$ cat config.mk
export PLATFORM = sky130hd
export DESIGN_NAME = ssd_scan_ctrl
export DESIGN_NICKNAME = d
export VERILOG_FILES = /design/src/rtl/ssd_pkg.sv /design/src/rtl/ssd_hex_decode.sv /design/src/rtl/ssd_scan_ctrl.sv
export SDC_FILE = /design/constraint.sdc
export NUM_CORES = 1
export LEC_CHECK = 0
export ABC_CLOCK_PERIOD_IN_PS = 2540
export BUFFER_PORTS_ARGS = -buffer_cell sky130_fd_sc_hd__buf_2
export CELL_PAD_IN_SITES_DETAIL_PLACEMENT = 1
export CELL_PAD_IN_SITES_GLOBAL_PLACEMENT = 1
export CORE_ASPECT_RATIO = 1.1
export CORE_UTILIZATION = 47
export DETAILED_ROUTE_END_ITERATION = 10
export GPL_TIMING_DRIVEN = 0
export PLACE_DENSITY = 0.76
export SYNTH_ARGS = -nofsm -noshare
export SYNTH_HDL_FRONTEND = slang
export SYNTH_SLANG_ARGS = --single-unit
$ cat constraint.sdc
create_clock -name clk -period 2.54 [get_ports clk]
set_clock_uncertainty 0.1 [all_clocks]
set_input_delay 0.254 -clock clk [delete_from_list [all_inputs] [get_ports clk]]
set_output_delay 0.254 -clock clk [all_outputs]
set_load 0.01 [all_outputs]
$ cat src/rtl/ssd_pkg.sv
// Shared constants for the seven-segment scan controller.
// Segment codes are active-high, bit 0 = a .. bit 6 = g.
package ssd_pkg;

  localparam logic [6:0] SEG_CODE [16] = '{
    7'h3F, 7'h06, 7'h5B, 7'h4F,
    7'h66, 7'h6D, 7'h7D, 7'h07,
    7'h7F, 7'h6F, 7'h77, 7'h7C,
    7'h39, 7'h5E, 7'h79, 7'h71
  };

  localparam logic [6:0] SEG_OFF = 7'h00;

  function automatic logic [6:0] seg_of(
    input logic [3:0] nib,
    input bit         active_low
  );
    return active_low ? ~SEG_CODE[nib] : SEG_CODE[nib];
  endfunction

endpackage

$ cat src/rtl/ssd_hex_decode.sv
// Nibble to seven-segment pattern, polarity chosen at build time.
// Purely combinational; one instance serves the muxed digit.
module ssd_hex_decode
  import ssd_pkg::*;
#(
  parameter bit ACTIVE_LOW = 1'b0
) (
  input  logic [3:0] nib,
  output logic [6:0] seg
);

  // look up the pattern and apply polarity
  assign seg = seg_of(nib, ACTIVE_LOW);

endmodule

$ cat src/rtl/ssd_scan_ctrl.sv
// Multiplexed hex display scanner: double-buffered value, blanking, blink.
// Build with SSD_LZB_EN defined to add leading-zero blanking.
module ssd_scan_ctrl
  import ssd_pkg::*;
#(
  parameter int N_DIGITS       = 4,
  parameter int DIV            = 50000,
  parameter int BLANK_CYC      = 16,
  parameter int BLINK_FRAMES   = 64,
  parameter bit AN_ACTIVE_LOW  = 1'b1,
  parameter bit SEG_ACTIVE_LOW = 1'b0
) (
  input  logic                    clk,
  input  logic                    rst_n,
  input  logic [4*N_DIGITS-1:0]   value,
  input  logic                    load,
  input  logic [N_DIGITS-1:0]     blink_mask,
  output logic [6:0]              seg,
  output logic [N_DIGITS-1:0]     an,
  output logic                    frame_tick
);

  localparam int PW = (DIV > 1) ? $clog2(DIV) : 1;
  localparam int IW = (N_DIGITS > 1) ? $clog2(N_DIGITS) : 1;
  localparam int FW = (BLINK_FRAMES > 1) ? $clog2(BLINK_FRAMES) : 1;

  localparam logic [PW-1:0] P_LAST  = PW'(DIV - 1);
  localparam logic [PW-1:0] P_BLANK = PW'(BLANK_CYC);
  localparam logic [IW-1:0] I_LAST  = IW'(N_DIGITS - 1);
  localparam logic [FW-1:0] F_LAST  = FW'(BLINK_FRAMES - 1);

  localparam logic [N_DIGITS-1:0] AN_OFF =
    AN_ACTIVE_LOW ? {N_DIGITS{1'b1}} : {N_DIGITS{1'b0}};
  localparam logic [6:0] SEG_IDLE =
    SEG_ACTIVE_LOW ? ~SEG_OFF : SEG_OFF;

  logic [PW-1:0]         prescaler;
  logic [IW-1:0]         idx;
  logic [4*N_DIGITS-1:0] shadow;
  logic [4*N_DIGITS-1:0] display;
  logic                  pending;
  logic [FW-1:0]         fcnt;
  logic                  blink_phase;

  logic                  slot_end;
  logic                  boundary;
  logic [3:0]            nib;
  logic                  hide;
  logic                  off;
  logic [N_DIGITS-1:0]   onehot;
  logic [N_DIGITS-1:0]   lzb;
  logic [6:0]            dec_seg;

  assign slot_end = (prescaler == P_LAST);
  assign boundary = slot_end && (idx == I_LAST);

  // slot prescaler and digit index
  always_ff @(posedge clk or negedge rst_n) begin
    if (!rst_n) begin
      prescaler <= '0;
      idx       <= '0;
    end else begin
      prescaler <= slot_end ? '0 : prescaler + 1'b1;
      if (slot_end)
        idx <= (idx == I_LAST) ? '0 : idx + 1'b1;
    end
  end

  // shadow capture and tear-free transfer at frame boundaries
  always_ff @(posedge clk or negedge rst_n) begin
    if (!rst_n) begin
      shadow  <= '0;
      display <= '0;
      pending <= 1'b0;
    end else begin
      if (boundary && pending) begin
        display <= shadow;
        pending <= 1'b0;
      end
      if (load) begin
        shadow  <= value;
        pending <= 1'b1;
      end
    end
  end

  // frame counter and blink phase
  always_ff @(posedge clk or negedge rst_n) begin
    if (!rst_n) begin
      fcnt        <= '0;
      blink_phase <= 1'b0;
    end else if (boundary) begin
      if (fcnt == F_LAST) begin
        fcnt        <= '0;
        blink_phase <= ~blink_phase;
      end else begin
        fcnt <= fcnt + 1'b1;
      end
    end
  end

`ifdef SSD_LZB_EN
  logic zrun;

  // a digit is dark while it and every higher digit are zero
  always_comb begin
    zrun = 1'b1;
    lzb  = '0;
    for (int i = N_DIGITS - 1; i > 0; i--) begin
      zrun   = zrun & (display[4*i +: 4] == 4'h0);
      lzb[i] = zrun;
    end
  end
`else
  assign lzb = '0;
`endif

  // select the active digit, its nibble and its blanking
  always_comb begin
    nib    = '0;
    hide   = 1'b0;
    onehot = '0;
    for (int i = 0; i < N_DIGITS; i++) begin
      if (idx == IW'(i)) begin
        nib       = display[4*i +: 4];
        hide      = (blink_phase & blink_mask[i]) | lzb[i];
        onehot[i] = 1'b1;
      end
    end
  end

  assign off = (prescaler < P_BLANK) | hide;

  ssd_hex_decode #(
    .ACTIVE_LOW (SEG_ACTIVE_LOW)
  ) u_dec (
    .nib (nib),
    .seg (dec_seg)
  );

  // registered pin drivers
  always_ff @(posedge clk or negedge rst_n) begin
    if (!rst_n) begin
      an         <= AN_OFF;
      seg        <= SEG_IDLE;
      frame_tick <= 1'b0;
    end else begin
      frame_tick <= boundary;
      if (off) begin
        an  <= AN_OFF;
        seg <= SEG_IDLE;
      end else begin
        an  <= AN_ACTIVE_LOW ? ~onehot : onehot;
        seg <= dec_seg;
      end
    end
  end

endmodule

* After elaboration in Yosys (flattened, before gate mapping)
Memory sizes are Yosys's and may differ from the RTL's.
Cells that the tools add are included.
W data, S select, Z words.
** Cells by class
- Equal/unequal tests :: 5
- Order comparisons :: 2
- Reductions and logical operators :: 5
- Multipliers :: 0
- Div/mod/pow operators :: 0
- Add/subtract/negate cells :: 3
- Shift-type cells :: 0
- Bitwise gates (word level) :: 8
- Mux-type cells :: 21
** Operators with widths (number)
- $mux W7 :: 3
- $mux W4 :: 5
- $add A16 B1 Y16 const B :: 1
- $eq A16 B16 Y1 const B :: 1
- $lt A16 B5 Y1 const B :: 1
- $mux W16 :: 1
- $mux W1 :: 10
- $add A6 B1 Y6 const B :: 1
- $eq A6 B6 Y1 const B :: 1
- $mux W6 :: 1
- $ge A5 B5 Y1 const B :: 1
- $not A4 Y5 :: 1
- $and A1 B1 Y1 :: 4
- $eq A2 B2 Y1 const B :: 2
- $not A4 Y4 :: 1
- $add A2 B1 Y2 const B :: 1
- $eq A2 B1 Y1 const B :: 1
- $logic_and A1 B1 Y1 :: 2
- $logic_not A2 Y1 :: 1
- $mux W2 :: 1
- $reduce_and A2 Y1 :: 1
- $reduce_bool A2 Y1 :: 1
- $not A1 Y1 :: 1
- $or A1 B1 Y1 :: 1
** Word-level totals
- ROM bits :: 112
- Logic and storage cells :: 55
- Memories :: 1
- Flip-flop bits (word level) :: 70
- Bits in latches :: 0
- Output and inout bits :: 12
- Memory bits (writable) :: 0
- Input port bits :: 23
** Memories
- (no name shown) :: words 16, width 7, rd ports 1, clocked after Yosys merged registers in 0, write ports 0, line ssd_pkg.sv:18 : return active_low ? ~SEG_CODE[nib] : SEG_CODE[nib];

* Logic depth before layout (Yosys ltp)
Gate-level depths: netlist (run 1).
- Depth in word-level cells :: 10
- Mapped depth :: 11
- Gate-level depth less buffers :: 10

* Hierarchy
A second synthesis (run 1) with hierarchy kept.
** Second synthesis, totals
- Cells, all modules :: 278
- Area total of the unflattened synthesis :: 3392.0 µm²
** By module, submodules not included
- ssd_scan_ctrl :: cells an instance 245, instances 1, area an instance 3104.2 µm², seq. area each 1756.7 µm²
- ssd_hex_decode :: cells an instance 33, instances 1, area an instance 287.8 µm², seq. area each 0.0 µm²

* Worst setup path before layout (run 1)
OpenSTA, ideal clock, no wires.
- Path type :: register -> register
- Start point :: register idx[0]
- End point :: register seg[5]
- Stages on the path, launching flop included :: 10
- Slack :: 294 ps
- Arrival :: 1987 ps
- Buffers on the path :: 1
- Period minus slack after synthesis :: 2246 ps
- Cell sequence :: dfrtp_1 -> ha_1 -> buf_2 -> inv_1 -> o22ai_1 -> a31oi_1 -> inv_1 -> ha_1 -> o31ai_1 -> a21oi_1
** On the way
- Longest elaborated chain between the ends :: 10
- Elaborated cells between the ends (all ways) :: 18
- Those cells by class :: eq/ne: 3; mux: 11; bitwise: 2; reduce/logical: 1; memory: 1
** RTL lines
- start, declared :: line ssd_scan_ctrl.sv:38 : logic [IW-1:0] idx;
- start signal, assigned :: line ssd_scan_ctrl.sv:65 : idx <= (idx == I_LAST) ? '0 : idx + 1'b1;
- $logic_not A2 Y1 :: line ssd_scan_ctrl.sv:124 : if (idx == IW'(i)) begin
- $mux W4 (4 in a row) :: line ssd_scan_ctrl.sv:124
- $not A4 Y5 (implied by the code) :: line ssd_pkg.sv:18
- $mem_v2 Z16 W7
- $mux W7 (implied by the code) (2 in a row) :: line ssd_pkg.sv:18
- $mux W7 * :: line ssd_scan_ctrl.sv:149 : if (off) begin
- end signal, assigned :: line ssd_scan_ctrl.sv:154 : seg <= dec_seg;
- end, declared :: line ssd_scan_ctrl.sv:18 : output logic [6:0] seg,
Mark *: on every way between the ends. The rest lies on a longest branch, timed or not. The select of a mux whose other input is x is not followed.
A chain may end at the register's enable or synchronous reset.

* Worst setup path in the final report (run 1)
- Start point :: register prescaler[7]
- End point :: register display[9]
** On the way
- Longest elaborated chain between the ends :: 3
** RTL lines
- start, declared :: line ssd_scan_ctrl.sv:37 : logic [PW-1:0] prescaler;
- start signal, assigned :: line ssd_scan_ctrl.sv:63 : prescaler <= slot_end ? '0 : prescaler + 1'b1;
- $eq A16 B16 Y1 :: line ssd_scan_ctrl.sv:54 : assign slot_end = (prescaler == P_LAST);
- $logic_and A1 B1 Y1 :: line ssd_scan_ctrl.sv:55 : assign boundary = slot_end && (idx == I_LAST);
- $logic_and A1 B1 Y1 :: line ssd_scan_ctrl.sv:76 : if (boundary && pending) begin
- end signal, assigned :: line ssd_scan_ctrl.sv:77 : display <= shadow;
- end, declared :: line ssd_scan_ctrl.sv:40 : logic [4*N_DIGITS-1:0] display;
Every way passes these cells.

==> results.cfg, run 1 <==
[routing]
drtAntennaViolNets = 0
viasPerCell = 5.495
drc = 0
wl_per_cell_um = 17.15
wl_mm = 6.996
vias = 2242
drt_iter0_markers = 59
drt-pass1-iter-count = 4

[clock_tree]
h-tree-depth = 3
cts_made_buffers = 9
clk_path_buf_depth = 2
clk_pin_slew_worst_paths_ns = 0.08
cts_tree = done
clkLatencyLatePin_ns = 0.35
clkSinkCount = 70
clockRootBuffer = clkbuf_8

[global_routing]
grt_max_degree = 71
antenna_found_initial = 0
grt_overflow_total = 0
grt.total_usage = 0.2133
grt_pass1_vias = 2341
grt_pass1_wl_mm = 11.55

[synthesis]
synth_async_sr_flop_share = 1.000
synthCells = 274
ys_seq_elements = 70
yosysSeqAreaShare = 0.5359
syn_area_per_cell_sq_um = 11.96
ys_types = 47
synthFlopType = dfrtp_1
synth.cell_area_sq_um = 3278
synth_warnings = 0
synth-edff-count = 0
syn_nets = 309

[run]
cap_violations = 0

[critical_path]
critical_path_required_ns = 2.67
crit_top_cell = buf_6
cp_slowest_cell = or4_4
worstPathMaxFanout = 10
path_cells = or4_4 -> nor4_4 -> and2_1 -> buf_6 -> nand3_4 -> buf_6 -> mux2_4
cp-end-kind = flop
crit_type = flop to flop
slowest_delay_ns = 0.55
reg2regPathDepth = 7
cp-start-kind = flop
worstPathArrival_ns = 2.60

[sta]
slew_headroom = 0.4148
setup_viol = 0
timing.final.crit_share = 0.9708
tns_ns = 0
max_freq_mhz = 405.5
tightest_slew_ns = 0.8779
drv_slew = 0
period_minus_slack_ns = 2.466
hold_viol_final = 0
rsz0062_at_grt = yes

[finish]
multi_input_area_sq_um = 1495
seqCellArea_sq_um = 1757
final_cell_mix = 66 x dfrtp_1, 33 x buf_2, 29 x nand2_1
drive_gt1_frac = 0.3374
nFillCells = 728
final_common_cell = dfrtp_1
stdcell_count = 408
nNetsFinal = 356
syn2layout_area_growth_pct = 17.71
n_antenna_cell = 0

[pwr]
leakagePower_nw = 1.771
totalPowerFinal_mw = 2.238
powerDensity_nw_per_um2 = 579.9
max-vdd-ir-drop_mv = 0.5316

[placed_design]
portBuffers = 33
place_inst = 389
gp_congestion = 0.8166
place_hpwl_mm = 4.870

[worst_hold_path]
min_path_type = input pin to flop
holdPathStages = 2

[run_status]
outcome = finished clean

[floorplan]
die_w_um = 81.63
rows = 31
ios = 35
dieArea_sq_um = 7313
start_util = 0.4914
fp.coreArea_sq_um = 6671
die_y_um = 89.59
kinds of logic (layout without fill, tap and decap cells):
| family | count (synthesis) | in the layout | share of synthesized area |
|---|---|---|---|
| DFF | 70 | 70 | 0.5359 |
| AOI/OAI and AO/OA | 33 | 33 | 0.06833 |
| muxes | 38 | 38 | 0.1408 |
| adders and majority gates | 12 | 12 | 0.04580 |
| buffers and inverters | 18 | 70 | 0.02595 |
| and+or+nand+nor | 87 | 87 | 0.1405 |
| xor gates and xnor gates | 16 | 16 | 0.04275 |
flip-flops by register name, indices dropped and copies added (netlist names):
| name | cells |
|---|---|
| frame_tick | 1 |
| an | 4 |
| fcnt | 6 |
| display | 16 |
| idx | 2 |
| blink_phase | 1 |
| seg | 7 |
| shadow | 16 |
| pending | 1 |
| prescaler | 16 |
metal layers:
metal	track usage	wire [um]	share of wire	vias up
met4	0.08931	91	0.013	0
met1	0.2774	3137	0.45	1149
met3	0.03535	222	0.032	10
met5	0	0	0	-
li1	-	-	-	1048
met2	0.3538	3543	0.51	35
Yosys cell counts, drive strengths merged, types with 2 or more instances:
master  instances  area (sq um)
a311oi          2         17.52
nor3            4         20.02
nor3b           3         22.52
mux2i           3         30.03
o31ai           4         30.03
dfstp           4         105.1
xor2            7         61.31
nand3          13         77.58
or4             2         18.77
a21oi           7         35.03
nor2b           3         18.77
a22oi           2         15.01
nand2          29         108.9
nand3b          4         30.03
dfrtp          66          1652
nand4           3         18.77
buf             4         32.53
mux2           35         431.7
o21ai           7         35.03
ha             12         150.1
and3            3         18.77
xnor2           9         78.83
clkbuf          5         18.77
nand2b          2         12.51
nor2           15         56.30
inv             9         33.78
metrics by stage:
stage / hold slack (ns) / utilization / area, sq um / setup WS [ns]
floorplan: -0.1416 / - / 3278 / 0.2936
global placement: 0.3451 / 0.5315 / 3546 / -0.1139
detailed placement: 0.3316 / 0.5319 / 3548 / -0.2566
CTS: 0.01427 / 0.5700 / 3802 / 0.01331
global route: 0.02120 / 0.5784 / 3859 / -0.02244
finish: 0.03000 / 0.5784 / 3859 / 0.07413
cell type report:
cell class | count | area share
inverters | 9 | 0.008755
plain buffers | 9 | 0.01524
flip-flops and latches | 70 | 0.4553
well taps | 82 | 0.02659
clock buffers | 9 | 0.03210
repair buffers | 36 | 0.04994
multi-input cells | 186 | 0.3875
clock inverters | 7 | 0.02464
timing repair:
| item | 4_1_cts | 5_1_grt |
|---|---|---|
| buffers inserted | 0 | 2 |
| gates resized for setup | 5 | 12 |
| hold endpoints to repair | 66 | 0 |
| pin swaps | 0 | 1 |
| hold buffers | 1 | 0 |
| setup endpoints to repair | 6 | 7 |
final timing paths:
path                                 endpoint  slack (ns)    startpoint
worst max-delay path               display[9]        0.07  prescaler[7]
worst min-delay path                shadow[8]        0.03      value[8]
worst max register to register     display[9]        0.07  prescaler[7]
worst min register to register   prescaler[0]        0.37  prescaler[0]
max in group asynchronous       prescaler[10]        1.31         rst_n
min in group asynchronous        prescaler[5]        0.45         rst_n
power by group:
part	internal [mW]	switching, mW	leakage, nW	total, mW
clock network	0.556	0.453	0.110	1.01
registers	1.14	0.0152	0.877	1.15
logic	0.0369	0.0376	0.784	0.0745
total	1.73	0.505	1.77	2.24
worst max-delay path: cells and delay by family (launching register included):
family        cells  cell delay, ns
simple gates      4            1.17
buf+inv           2            0.34
flops             1            0.44
mux               1            0.30
Note: power is estimated with default switching activity, not from simulation.
==> run 2, diff against run 1 <==
--- a/config.mk
+++ b/config.mk
@@ -14,6 +14,7 @@
 export DETAILED_ROUTE_END_ITERATION = 10
 export GPL_TIMING_DRIVEN = 0
 export PLACE_DENSITY = 0.76
+export SETUP_SLACK_MARGIN = 0.4
 export SYNTH_ARGS = -nofsm -noshare
 export SYNTH_HDL_FRONTEND = slang
 export SYNTH_SLANG_ARGS = --single-unit
==> run 2 against run 1 <==
  * Sequential power about the same
  * Sequential cell count did not move
  * Fmax is 3.0% higher
  * Count of clock-buffer cells in the layout rose by 1
  * Register-to-register slack improved by 0.07 ns
  * Combinational power is 4.2% higher
  * Critical path depth is 1 higher
  * Cell count rose by 11%
==> results.cfg, run 2 (synthesis results as in run 1) <==
[sta]
tns_ns = 0
period_minus_slack_ns = 2.394
slew_headroom = 0.4083
fin_ws_ns = 0.1461
setup_viol = 0
hold_viol_final = 0
drv_slew = 0
timing.final.crit_share = 0.9425
tightest_slew_ns = 0.8876
hold_ws_ns = 0.01495
rsz0062_at_grt = yes
max_freq_mhz = 417.7

[pwr]
p_sw_frac = 0.2267
clkPwrFrac = 0.478
powerDensity_nw_per_um2 = 504.9
max-vdd-ir-drop_mv = 0.5084
p_int_mw = 1.827
totalPowerFinal_mw = 2.363
leakagePower_nw = 2.123
seqPwrFrac = 0.489
switchingPower_uw = 535.8
combPwrFrac = 0.033

[critical_path]
cp_slowest_cell = dfrtp_2
worstPathMaxFanout = 6
worstPathArrival_ns = 2.58
crit_type = flop to flop
critical_path_required_ns = 2.73
rr_endpoint = seg[0]
crit_buf_inv = 2
path_cells = buf_6 -> ha_4 -> buf_8 -> nor3b_1 -> a311oi_4 -> nand2b_1 -> o22a_1 -> a21boi_2
critPathTopFamily = simple AND/OR/NAND/NOR gates
reg2regPathDepth = 8
rr_startpoint = idx[0]
cp-start-kind = flop
slowest_delay_ns = 0.48
ff2ff_setup_slack_ns = 0.15
cp-end-kind = flop

[routing]
drtAntennaViolNets = 0
drt_iter0_markers = 137
drt-pass1-iter-count = 4
wl_per_cell_um = 25.13
viasPerCell = 5.971
wl_mm = 11.36
vias = 2699
drc = 0

[placed_design]
gp_congestion = 0.7577
portBuffers = 33
pre_cts_ws_ns = -0.1230
place_hpwl_mm = 4.641

[clock_tree]
clk_path_buf_depth = 2
clockRootBuffer = clkbuf_8
clkLatencyLatePin_ns = 0.38
cts_tree = done
h-tree-depth = 3
cts_made_buffers = 9
clkSinkCount = 70
clk_pin_slew_worst_paths_ns = 0.09

[finish]
drive_gt1_frac = 0.5405
nFillCells = 657
nNetsFinal = 400
n_antenna_cell = 0
top_regs = display (16), prescaler (16), shadow (16)
final_common_cell = dfrtp_1
syn2layout_area_growth_pct = 42.79
final_cell_mix = 64 x dfrtp_1, 33 x buf_2, 33 x buf_4

[global_routing]
grt_overflow_total = 0
antenna_found_initial = 0
grt_pass1_vias = 2630
grt_pass1_wl_mm = 14.52
grt.total_usage = 0.2796
grt_max_degree = 71

[worst_hold_path]
worstHoldStart = value[13]
holdPathStages = 2
hold-path-endpoint = shadow[13]
min_path_type = input pin to flop

[floorplan]
ios = 35
die_y_um = 89.59
start_util = 0.4914
rows = 31
fp.coreArea_sq_um = 6671
dieArea_sq_um = 7313
die_w_um = 81.63

[run]
cap_violations = 0

[run_status]
outcome = finished clean
run 2: cell types whose count changed in the layout (fill, tap and decap cells not counted), moves of 5 or more:
cell     previous run  this run
a21oi_1             7         2
buf_4               3        33
buf_6               2        11
ha_1               11         2
ha_4                0         8
nand2_1            29        23
o21ai_0             7         2
run 2: worst register-to-register path: stages (launching register included):
cell and delay, ns:
dfrtp_2 0.48, buf_6 0.15, ha_4 0.17, buf_8 0.14, nor3b_1 0.45, a311oi_4 0.09
nand2b_1 0.27, o22a_1 0.26, a21boi_2 0.19
run 2: final cells by class:
class	count	area, sq um	share of cell area
multi-input combinational	186	1817	0.3881
sequential	70	1759	0.3758
timing repair buffer	80	618.1	0.1321
clock buffer	10	127.6	0.02727
clock inverter	6	110.1	0.02352
tap	82	102.6	0.02192
buffer	9	101.3	0.02165
inverter	9	45.04	0.009623
run 2: through the flow:
stage | area [sq um] | cells | util
after detailed placement | 3561 | 389 | 0.5338
after global placement | 3558 | 389 | 0.5334
after global routing | 4681 | 452 | 0.7016
after floorplan | 3291 | 274 | -
final | 4681 | 452 | 0.7016
after CTS | 4338 | 435 | 0.6502
run 2: per-layer routing:
layer | GRT usage | up-vias | wire [um]
met5 | 0 | - | 0
met4 | 0.1451 | 0 | 527
met3 | 0.04646 | 39 | 502
met2 | 0.4727 | 117 | 5820
met1 | 0.3442 | 1399 | 4510
li1 | - | 1144 | -
run 2: worst max-delay path by stage:
stage | startpoint | end | slack (ns) | cells after the start
after global routing | idx[0] | seg[0] | 0.12 | 8
final | idx[0] | seg[0] | 0.15 | 8
after floorplan | prescaler[7] | display[10] | 0.34 | 7
after global placement | idx[0] | seg[4] | -0.06 | 8
after detailed placement | idx[0] | seg[0] | -0.12 | 8
after CTS | prescaler[7] | display[13] | 0.12 | 7
run 2: repair_timing:
action	in CTS	in global routing
endpoints found under the hold margin	66	0
cloned	2	1
hold buffers	1	0
pin swaps	17	24
gates resized for setup	67	50
endpoints found under the setup margin	40	45
buffers inserted	27	16
run 2: power groups by stage:
stage	Combinational, mW	Clock [mW]	Sequential (mW)
finish	0.0776	1.13	1.16
global route	0.0881	1.17	1.16
CTS	0.0769	1.10	1.15
detailed placement	0.0749	0	1.18
global placement	0.0720	0	1.17
floorplan	0.0323	0	1.17
==> run 3, diff against run 2 <==
--- a/config.mk
+++ b/config.mk
@@ -5,15 +5,15 @@
 export SDC_FILE = /design/constraint.sdc
 export NUM_CORES = 1
 export LEC_CHECK = 0
-export ABC_CLOCK_PERIOD_IN_PS = 2540
+export ABC_CLOCK_PERIOD_IN_PS = 2000
 export BUFFER_PORTS_ARGS = -buffer_cell sky130_fd_sc_hd__buf_2
 export CELL_PAD_IN_SITES_DETAIL_PLACEMENT = 1
 export CELL_PAD_IN_SITES_GLOBAL_PLACEMENT = 1
 export CORE_ASPECT_RATIO = 1.1
-export CORE_UTILIZATION = 47
+export CORE_UTILIZATION = 42
 export DETAILED_ROUTE_END_ITERATION = 10
 export GPL_TIMING_DRIVEN = 0
-export PLACE_DENSITY = 0.76
+export PLACE_DENSITY = 0.72
 export SETUP_SLACK_MARGIN = 0.4
 export SYNTH_ARGS = -nofsm -noshare
 export SYNTH_HDL_FRONTEND = slang
==> constraint.sdc (replaced) <==
create_clock -name clk -period 2 [get_ports clk]
set_clock_uncertainty 0.1 [all_clocks]
set_input_delay 0.2 -clock clk [delete_from_list [all_inputs] [get_ports clk]]
set_output_delay 0.2 -clock clk [all_outputs]
set_load 0.01 [all_outputs]
==> run 3 against run 2 <==
  * Critical path type unchanged
  * The flow now finishes with violations (setup timing)
  * Register-to-register slack got worse by 0.45 ns
  * Cell area rose by 3.7%
  * Global-route usage fell by 3.8 points
  * Sequential cell count did not move
  * Cell count rose by 7.7%
  * Worst hold slack improved by 0.20 ns
  * Core utilization fell by 5.6 points
  * Die area rose by 12%
  * Non-clock buffer count rose by 12
  * First-iteration DRC count fell by 28%
  * Sequential share of layout area fell by 1.3 points
  * Count of clock-buffer cells in the layout did not move
==> results.cfg, run 3 (synthesis results as in run 1) <==
[run_status]
outcome = finished, violations left
violations = setup timing

[routing]
drt_iter0_markers = 99
drtAntennaViolNets = 0
drc = 0
viasPerCell = 5.409
wl_mm = 11.15
drt-pass1-iter-count = 4
wl_per_cell_um = 22.89
vias = 2634

[sta]
slew_headroom = 0.3923
timing.final.crit_share = 1.153
rsz0062_at_grt = yes
max_freq_mhz = 433.6
drv_slew = 0
hold_viol_final = 0
tightest_slew_ns = 0.9115
period_minus_slack_ns = 2.306
fin_ws_ns = -0.3064
setup_viol = 45
tns_ns = -8.128

[global_routing]
grt_pass1_wl_mm = 14.56
grt_max_degree = 71
grt_overflow_total = 0
grt.total_usage = 0.2419
grt_pass1_vias = 2718
antenna_found_initial = 0

[finish]
nNetsFinal = 412
final_common_cell = dfrtp_1
final_cell_mix = 63 x dfrtp_1, 33 x buf_2, 28 x buf_4
syn2layout_area_growth_pct = 48.02
postLayoutCoreUtil = 0.6457
top_regs = display (16), prescaler (16), shadow (16)
n_antenna_cell = 0
stdcell_count = 487
drive_gt1_frac = 0.5419

[pwr]
max-vdd-ir-drop_mv = 0.3538
powerDensity_nw_per_um2 = 599.2
leakagePower_nw = 2.157

[critical_path]
path_cells = or4_4 -> nor4_4 -> and2_4 -> buf_6 -> nand3_4 -> buf_12 -> mux2_4
cp-end-kind = flop
slowest_delay_ns = 0.55
critPathTopFamily = simple AND/OR/NAND/NOR gates
cp_slowest_cell = or4_4
worstPathArrival_ns = 2.46
worstPathMaxFanout = 5
crit_type = flop to flop
crit_buf_inv = 2
critical_path_required_ns = 2.15
cp-start-kind = flop

[clock_tree]
clockRootBuffer = clkbuf_8
cts_made_buffers = 9
clkLatencyLatePin_ns = 0.36
cts_tree = done
h-tree-depth = 3
clk_path_buf_depth = 2
clkSinkCount = 70
clk_pin_slew_worst_paths_ns = 0.08

[placed_design]
place_inst = 412
gp_congestion = 0.7644
place_hpwl_mm = 4.963
portBuffers = 33
pre_cts_ws_ns = -0.3740

[floorplan]
rows = 33
ios = 35
die_y_um = 94.66
start_util = 0.4362
dieArea_sq_um = 8163
fp.coreArea_sq_um = 7515
die_w_um = 86.24

[run]
cap_violations = 0

[worst_hold_path]
min_path_type = input pin to flop
==> run 3: cell type report <==
type | instances | area (sq um)
Fill cell | 766 | 2663
Multi-Input combinational cell | 186 | 1859
Sequential cell | 70 | 1760
Timing Repair Buffer | 92 | 721.9
Clock buffer | 10 | 137.6
Tap cell | 105 | 131.4
Buffer | 9 | 117.6
Clock inverter | 6 | 85.08
Inverter | 9 | 38.79
==> run 3: metal layers <==
| layer | vias to the layer above | share of wire | GRT usage |
|---|---|---|---|
| met1 | 1357 | 0.38 | 0.2994 |
| met5 | - | 0 | 0 |
| met4 | 0 | 0.052 | 0.1236 |
| met2 | 72 | 0.54 | 0.4008 |
| met3 | 37 | 0.028 | 0.04983 |
| li1 | 1168 | - | - |
==> run 3: where the power goes <==
part           internal, mW  leakage (nW)  total (mW)  switching [mW]
clock                 0.731         0.108        1.32           0.584
combinational        0.0675          1.18       0.125          0.0576
sequential             1.45         0.872        1.47          0.0204
total                  2.25          2.16        2.91           0.662
==> run 3: worst register-to-register path, delay by kind of cell, from the launching register on <==
| kind | cells | cell delay, ns |
|---|---|---|
| flip-flops | 1 | 0.42 |
| multiplexers | 1 | 0.31 |
| AND/OR/NAND/NOR | 4 | 1.07 |
| buffers and inverters | 2 | 0.29 |
==> run 3: what timing repair did <==
action                                 4_1_cts  5_1_grt
hold buffers                                17        0
setup endpoints to repair                   49       51
resized for setup                           53       39
buffers inserted                            29       10
gates cloned                                 3        0
pin swaps                                   20       18
endpoints found under the hold margin       82        0
==> run 3: worst paths after layout <==
kind | from | endpoint | slack [ns] | cells after the start
setup / recovery | prescaler[11] | display[8] | -0.31 | 7
hold reg to reg | prescaler[0] | prescaler[0] | 0.37 | 1
setup reg to reg | prescaler[11] | display[8] | -0.31 | 7
min in group asynchronous | rst_n | frame_tick | 0.40 | 2
hold / removal | load | shadow[15] | 0.22 | 2
max in group asynchronous | rst_n | idx[1] | 0.74 | 2
==> run 3: metrics by stage <==
step	power, mW	instance area (sq um)	hold WS, ns
after floorplan	1.527	3417	-0.1956
after global placement	1.585	3714	0.3314
after detailed placement	1.591	3716	0.2798
after CTS	2.900	4589	0.2276
after global routing	2.985	4852	0.2456
final	2.907	4852	0.2188
